===== config.mk =====
export PLATFORM = sky130hd
export DESIGN_NAME = keccak_zgen
export DESIGN_NICKNAME = d
export VERILOG_FILES = /design/src/rtl/keccak_zgen.sv
export SDC_FILE = /design/constraint.sdc
export NUM_CORES = 1
export LEC_CHECK = 0
export CELL_PAD_IN_SITES_DETAIL_PLACEMENT = 1
export CELL_PAD_IN_SITES_GLOBAL_PLACEMENT = 2
export CORE_MARGIN = 5
export CORE_UTILIZATION = 33
export CTS_CLUSTER_DIAMETER = 100
export DETAILED_ROUTE_END_ITERATION = 10
export GPL_ROUTABILITY_DRIVEN = 0
export PLACE_DENSITY = 0.81
export SYNTH_ARGS = -nofsm -noshare
export SYNTH_HDL_FRONTEND = slang
export SYNTH_SLANG_ARGS = --single-unit

===== constraint.sdc =====
create_clock -name ClkxCI -period 2.5 [get_ports ClkxCI]
set_clock_uncertainty 0.05 [all_clocks]
set_input_delay 0.5 -clock ClkxCI [delete_from_list [all_inputs] [get_ports ClkxCI]]
set_output_delay 0.5 -clock ClkxCI [all_outputs]
set_load 0.02 [all_outputs]

===== src/rtl/keccak_zgen.sv =====
// keccak_zgen: fresh-randomness source for a masked Keccak chi S-box.
// One 31-bit x^31+x^28+1 LFSR per share pair, stepped 5 bits per delivered word.
module keccak_zgen #(
    parameter int SHARES          = 4,
    parameter int RESEED_INTERVAL = 1024,
    localparam int P              = (SHARES * SHARES - SHARES) / 2,
    localparam int ZW             = 5 * P
) (
    input  logic            ClkxCI,
    input  logic            RstxRI,
    input  logic [31*P-1:0] SeedxDI,
    input  logic            SeedValidxSI,
    output logic [ZW-1:0]   ZxDO,
    output logic            ZValidxSO,
    input  logic            ZReadyxSI,
    output logic            ExhaustedxSO
);

    typedef enum logic [1:0] {
        UNSEEDED,
        RUN,
        EXHAUSTED
    } state_t;

    localparam logic [15:0] LAST = 16'(RESEED_INTERVAL - 1);

    state_t      r_state;
    logic        r_zvalid;
    logic        r_exh;
    logic [15:0] r_cnt;
    logic        w_xfer;

    assign w_xfer       = r_zvalid & ZReadyxSI;
    assign ZValidxSO    = r_zvalid;
    assign ExhaustedxSO = r_exh;

    for (genvar p = 0; p < P; p++) begin : g_lane
        logic [30:0] r_lane;
        logic [30:0] w_seed;
        logic [30:0] w_load;
        logic [30:0] w_next;

        assign w_seed = SeedxDI[31*p +: 31];
        // An all-zero LFSR would lock up, so substitute the all-ones state.
        assign w_load = (w_seed == '0) ? 31'h7FFF_FFFF : w_seed;
        assign w_next = {r_lane[25:0],
                         r_lane[30] ^ r_lane[27],
                         r_lane[29] ^ r_lane[26],
                         r_lane[28] ^ r_lane[25],
                         r_lane[27] ^ r_lane[24],
                         r_lane[26] ^ r_lane[23]};

        always_ff @(posedge ClkxCI) begin
            if (RstxRI) begin
                r_lane <= '0;
            end else if (SeedValidxSI) begin
                r_lane <= w_load;
            end else if (w_xfer) begin
                r_lane <= w_next;
            end
        end

        assign ZxDO[5*p +: 5] = {r_lane[26], r_lane[27], r_lane[28],
                                 r_lane[29], r_lane[30]};
    end

    always_ff @(posedge ClkxCI) begin
        if (RstxRI) begin
            r_state  <= UNSEEDED;
            r_zvalid <= 1'b0;
            r_exh    <= 1'b0;
            r_cnt    <= '0;
        end else if (SeedValidxSI) begin
            r_state  <= RUN;
            r_zvalid <= 1'b1;
            r_exh    <= 1'b0;
            r_cnt    <= '0;
        end else begin
            case (r_state)
                RUN: begin
                    if (w_xfer) begin
                        r_cnt <= r_cnt + 16'd1;
                        if (r_cnt == LAST) begin
                            r_state  <= EXHAUSTED;
                            r_zvalid <= 1'b0;
                            r_exh    <= 1'b1;
                        end
                    end
                end
                default: ;
            endcase
        end
    end

endmodule


======== Word level (Yosys, flattened, before mapping) ========
Cells that the tools add are included.
storage, ports and cells
  register bits after elaboration ......... 205
  bits of input ports ..................... 190
  latch bits .............................. 0
  bits in read-only memories .............. 0
  memories ................................ 0
  output and inout bits ................... 32
  memory bits (writable) .................. 0
cells by class
  eq/ne operators ......................... 2
  add/sub/neg operators ................... 1
  $lt $le $gt $ge ......................... 0
  bitwise logic cells ..................... 31
  muxes and demuxes ....................... 26
  reduce and logical (&&, ||, !) cells .... 13
  multiply operators ...................... 0
  shifts and indexed selects .............. 0
  div/mod/pow operators ................... 0
operator list
  operator               number
  $mux 31                18
  $logic_not 31->1       6
  $xor 1x1->1            30
  $add 16x1->16 const B  1
  $eq 16x10->1 const B   1
  $mux 1                 8
  $reduce_and 3->1       2
  $reduce_bool 2->1      3
  $eq 2x1->1 const B     1
  $reduce_and 2->1       1
  $reduce_or 2->1        1
  $and 1x1->1            1

======== Depth between registers and ports, before layout ========
Gate-level depths: netlist (run 1).
  depth after elaboration ................. 5
  depth in mapped cells ................... 6
  mapped depth without buffers ............ 5

======== Worst setup path before layout (run 1) ========
No wires, ideal clock.
  path kind ............................... input port to flip-flop
  start ................................... input SeedxDI[174]
  end ..................................... register g_lane[5].r_lane[20]
  buffers on the path ..................... 1
  stages .................................. 5
  arrival time ............................ 1.796 ns
  data required time ...................... 2.363 ns
  setup time .............................. 0.087 ns
  slack ................................... 0.567 ns
  cells stage by stage .................... or4_4 nor4_4 nand4_4 buf_4 a221oi_2
between the ends
  longest elaborated chain between the ends .. 3
RTL lines
  what                    line  RTL
  start: declaration      11    input logic [31*P-1:0] SeedxDI,
  $logic_not 31->1        45    assign w_load = (w_seed == '0) ? 31'h7FFF_FFFF : w_seed;
  $mux 31                 45
  $mux 31                 56    end else if (SeedValidxSI) begin
  end signal: assignment  57    r_lane <= w_load;
  end signal: assignment  59    r_lane <= w_next;
  end: declaration        38    logic [30:0] r_lane;
No other way between the ends.
A chain may end at the register's enable or synchronous reset.

======== Final worst setup path (run 1) ========
  start ................................... register g_lane[0].r_lane[27]
  end ..................................... output ZxDO[3]
RTL lines
  what                      line  RTL
  start: declaration        38
  start signal: assignment  57
  start signal: assignment  59
  end: declaration          13    output logic [ZW-1:0] ZxDO,
No word-level cell between the ends.

==> out/qor.yml, run 1 <==
slowest_delay_ns: 0.68
cts_inserted_buffers: 25
routedWlPerCell_um: 19.7
ys_seq_elements: 204
worst_pin_slew_ns: 0.523
die_w_um: 195
syn_to_final_growth_pct: 32.4
cp_cell_sequence: "clkdlybuf4s50_1"
cp_max_fo: 4
dp_slack_ns: -0.0371
worst-path-stages: 1
dr_total_vias: 9190
grt_pass1_vias: 9773
clock-sinks: 204
setup_viol: 0
min_path_type: "in2reg"
grt_antenna_before_repair: 0
cts_resized: 0
yosys.cell_count.top_type: "dfxtp_1"
dr.pass1.iters: 4
via_per_inst: 5.28
finalCritPeriodShare: 0.889
slowest_stage: "clkdlybuf4s50_1"
final_core_util: 0.438
r2r_cells: 6
antenna_cells: 0
status: "complete, no violations"
async_flop_share: 0
post-cts-setup-buffers: 0
die_y_um: 195
seq_area_frac_synth: 0.360
yosysTopAreaCell: "dfxtp_1"
rows: 68
drv_cap: 0
cp_data_arrival_time_ns: 1.67
hold_depth: 2
coreArea_um2: 34300
grt_max_degree: 64
synth_edf_count: 0
grt_usage: 0.171
path_buf_inv: 1
end_kind: "primary output"
syn_area_um2: 11300
hold_buffers: 0
leakage_nw: 6.06
cts_max_path_buffers: 3
cts_root_buf: "clkbuf_16"
crit_family: "buffers and inverters"
syn_inst: 1091
ys_warn_count: 0
syn-mean-instance-area_um2: 10.4
synth_area_leaders: "dfxtp_1 (36%), a221oi_2 (21%), mux2i_1 (14%)"
start_util: 0.331
yosysUniqueCellTypes: 38
cellPowerDensity_nw_per_um2: 625
finalWorstSetupSlack_ns: 0.278
remaining_drc_errors: 0
fill_cells: 3673
synth_top_area_share: 0.360
rsz0062_at_grt: "false"
num-nets-final: 1459
dieArea_um2: 38200
drv_slew: 0
cts_tree: "yes"
grt_overflow_total: 0
dp.final_hpwl_mm: 24.8
io_buffers: 221
max_freq_mhz: 450
min_period_ns: 2.22
synthesis.nets: 1282
routed_wl_mm: 34.3
clkLatencyLatePin_ns: 0.52
ys_top_cells_by_count: "dfxtp_1 (204), nor2_1 (196), a221oi_2 (156), mux2i_1 (156), clkbuf_1 (66)"
htreeDepth: 1
final_layout_size_suffix_gt1_frac: 0.225
cp-start-kind: "flip-flop"
clk_pin_slew_ns: 0.06
hold_violations: 0
drt_iter0_drc: 471
required_ns: 1.95
synthFlopType: "dfxtp_1"
grt_pass1_wl_mm: 54.7
antenna_left: 0
peakVddDrop_mv: 0.422
worst-setup-path-type: "reg2out"
ios: 222
relSlewSlack: 0.648
-- sequential cells by signal, indices dropped and copies added, names as in the netlist --
signal	count
g_lane.r_lane	186
r_cnt	16
ExhaustedxSO	1
r_state	1
-- where the power goes --
part / switching, mW / total, mW / internal (mW)
clock network: 1.47 / 4.09 / 2.62
registers: 0.182 / 3.66 / 3.48
logic: 0.799 / 1.64 / 0.844
total: 2.45 / 9.39 / 6.94
-- routing by layer --
metal  wire (um)  vias up  GRT usage
li1            -     4495          -
met1       16600     4502      0.239
met2       16000      160      0.284
met3        1200       33     0.0242
met4         587        0     0.0318
met5           0        -          0
-- final cells by class --
class	count	area, um^2	share of cell area
tap	455	569	0.0379
inverter	31	124	0.00824
sequential	204	4080	0.272
clock buffer	32	712	0.0474
clock inverter	13	218	0.0145
timing repair buffer	286	2930	0.195
multi-input combinational	720	6400	0.426
-- logic make-up (layout without fill, tap and decap cells) --
group,count (synthesis),count (layout),synth area share
AOI/OAI and AO/OA,231,231,0.257
xor gates and xnor gates,39,39,0.0301
adders and majority gates,1,1,0.00110
buffers and inverters,167,362,0.0773
DFF,204,204,0.360
muxes,156,156,0.138
and+or+nand+nor,293,293,0.137
-- metrics by stage --
step	setup TNS (ns)	total power, mW	hold WS [ns]	cell area [um^2]	instances
2_1_floorplan	0	4.68	0.397	11300	1091
3_3_place_gp	0	5.36	0.411	14100	1696
3_5_place_dp	-0.125	5.39	0.433	14100	1696
4_1_cts	0	9.52	0.341	15000	1741
5_1_grt	0	9.78	0.363	15000	1741
6_report	0	9.39	0.362	15000	1741
-- path summary, 6_finish.rpt --
kind                                           start              endpoint  slack, ns
worst max-delay path            g_lane[0].r_lane[27]               ZxDO[3]       0.28
worst min-delay path                          RstxRI  g_lane[0].r_lane[22]       0.36
worst max register to register              r_cnt[0]            r_state[0]       0.70
worst min register to register             r_cnt[15]             r_cnt[15]       0.44
-- cell usage in the layout, fill, tap and decap left out, types with 2 or more instances in the layout --
cell type | Yosys | final
clkbuf_8 | 0 | 6
and3_1 | 2 | 2
or3_1 | 3 | 3
clkdlybuf4s50_1 | 0 | 219
nand4_4 | 6 | 6
and4_1 | 8 | 8
nor2_1 | 196 | 196
xnor2_1 | 34 | 34
a311oi_1 | 30 | 30
a211oi_1 | 30 | 30
clkbuf_16 | 0 | 25
inv_1 | 30 | 30
nor4_1 | 38 | 38
a21oi_1 | 7 | 7
nand3_1 | 7 | 7
o31ai_1 | 3 | 3
nor4_4 | 6 | 6
dfxtp_1 | 204 | 204
a221oi_2 | 156 | 156
o21ai_0 | 3 | 3
bufinv_16 | 0 | 6
or4_1 | 4 | 4
nand2_1 | 7 | 6
xor2_1 | 5 | 5
nand4_1 | 4 | 4
mux2i_1 | 156 | 156
buf_12 | 0 | 18
buf_4 | 34 | 47
or4_4 | 6 | 6
clkinv_2 | 0 | 6
No activity file was read; power rests on OpenSTA's default activity.
==> inputs of run 2 (changes only) <==
- CORE_MARGIN: 5 -> 10
==> run 2 against run 1 <==
Final area down 1.2%. Clock-buffer cell count up 3. Final cell count down 0.86%. Fmax up 0.58%. Combinational power about the same. Sequential share of layout area up 0.34 points. Critical path depth unchanged. Clock power down 13%. Total power down 5.6%. Worst setup slack better by 0.013 ns. Sequential cell count unchanged. Non-clock buffer count down 5. Highest routed layer unchanged.
==> out/qor.yml, run 2 (synthesis results as in run 1) <==
cts_max_path_buffers: 3  # unchanged
via_per_inst: 5.29  # +0.12%
hold_violations: 0  # unchanged
die_y_um: 205  # +5.1%
htreeDepth: 1  # unchanged
grt_overflow_total: 0  # unchanged
dp_cells: 1684  # -0.71%
ios: 222  # unchanged
fin_cells: 1726  # -0.86%
hold_ws_ns: 0.297  # -0.0650 ns
cellPowerDensity_nw_per_um2: 598  # -4.4%
slowest_stage: "clkdlybuf4s50_1"
regMostFlops: "g_lane.r_lane"
min_path_type: "in2reg"
hp-start: "RstxRI"
setup_viol: 0  # unchanged
die_w_um: 205  # +5.1%
largest_reg_flops: 186  # unchanged
most-common-layout-cells: "clkdlybuf4s50_1 (219), dfxtp_1 (204), nor2_1 (196), mux2i_1 (156), a221oi_2 (156)"
dieArea_um2: 42200  # +10%
end_kind: "primary output"
io_buffers: 221  # unchanged
required_ns: 1.95  # about the same
path_buf_inv: 1  # unchanged
min_period_ns: 2.21  # -0.0128 ns
post-cts-setup-buffers: 0  # unchanged
slowest_delay_ns: 0.68  # about the same
antenna_left: 0  # unchanged
tns_ns: 0  # unchanged
routed_wl_mm: 35.5  # +3.4%
grt_antenna_before_repair: 0  # unchanged
cp_data_arrival_time_ns: 1.66  # about the same
num-nets-final: 1453  # -0.41%
crit_family: "buffers and inverters"
finalCritPeriodShare: 0.884  # -0.00513
worst_pin_slew_ns: 0.603  # +0.0798 ns
remaining_drc_errors: 0  # unchanged
start_util: 0.337  # +0.00578
grt_usage: 0.163  # -0.00756
routedWlPerCell_um: 20.6  # +4.3%
drv_cap: 0  # unchanged
cts_inserted_buffers: 24  # -4.0%
crit_start: "g_lane[0].r_lane[27]"
final_core_util: 0.440  # +0.00208
top_regs: "g_lane.r_lane: 186 flops, r_cnt: 16 flops"
grt_max_degree: 79  # +23%
cp-start-kind: "flip-flop"
cts_root_buf: "clkbuf_16"
drt_iter0_drc: 439  # -6.8%
cts_tree: "yes"
cts_resized: 0  # unchanged
grt_pass1_vias: 9902  # +1.3%
r2r_start: "r_cnt[0]"
reg2reg_slack_ns: 0.77  # +0.07 ns
rsz0062_at_grt: "false"
clkLatencyLatePin_ns: 0.52  # about the same
drv_slew: 0  # unchanged
syn_to_final_growth_pct: 30.8
hold_buffers: 0  # unchanged
relSlewSlack: 0.594  # -0.0537
dr.pass1.iters: 4  # unchanged
clk_pin_slew_ns: 0.06  # about the same
peakVddDrop_mv: 0.416  # -1.4%
grt_pass1_wl_mm: 56.8  # +3.8%
coreArea_um2: 33700  # -1.7%
cp_cell_sequence: "clkdlybuf4s50_1"
antenna_cells: 0  # unchanged
dr_total_vias: 9122  # -0.74%
dp.final_hpwl_mm: 25.9  # +4.7%
clock-sinks: 204  # unchanged
final_layout_size_suffix_gt1_frac: 0.216  # -0.00877
rows: 67  # -1.5%
leakage_nw: 5.96  # -1.6%
max_freq_mhz: 453  # +0.58%
cp_max_fo: 4  # unchanged
status: "complete, no violations"
worst-setup-path-type: "reg2out"
final_common_cell: "clkdlybuf4s50_1"
-- run 2: cell count changes in the layout (fill, tap and decap cells not counted) --
cell / previous run / this run
buf_4: 47 / 42
bufinv_16: 6 / 2
clkbuf_1: 1 / 6
clkbuf_8: 6 / 4
clkinv_2: 6 / 5
clkinvlp_4: 1 / 0
-- run 2: layer usage --
layer  part of all wire  up-vias  track usage  wire length, um
li1                   -     4482            -                -
met1               0.49     4436        0.226            17200
met2               0.46      174        0.263            16200
met3              0.048       30       0.0300             1720
met4              0.010        0       0.0268              372
met5                  0        -            0                0
-- run 2: layout make-up --
type / instances / area [um^2]
fill: 3719 / 18900
inverter: 31 / 124
multi-input combinational: 720 / 6400
clock inverter: 7 / 85.1
sequential: 204 / 4080
clock buffer: 35 / 703
timing repair buffer: 281 / 2890
tap: 448 / 561
-- run 2: final timing paths --
kind / to / cells after the start
max reg2reg: r_cnt[14] / 6
min: g_lane[0].r_lane[27] / 2
max: ZxDO[3] / 1
min reg2reg: r_cnt[15] / 2
-- run 2: through the flow --
step	setup slack [ns]	total power, mW	cell area, um^2
2_1_floorplan	0.567	4.68	11300
3_3_place_gp	-0.00164	5.36	14100
3_5_place_dp	-0.0766	5.39	14100
4_1_cts	0.263	8.98	14800
5_1_grt	0.233	9.26	14800
6_report	0.290	8.87	14800
-- run 2: power breakdown --
part	internal, mW	total, mW	switching [mW]
logic	0.843	1.65	0.804
registers	3.48	3.67	0.182
clock network	2.14	3.56	1.41
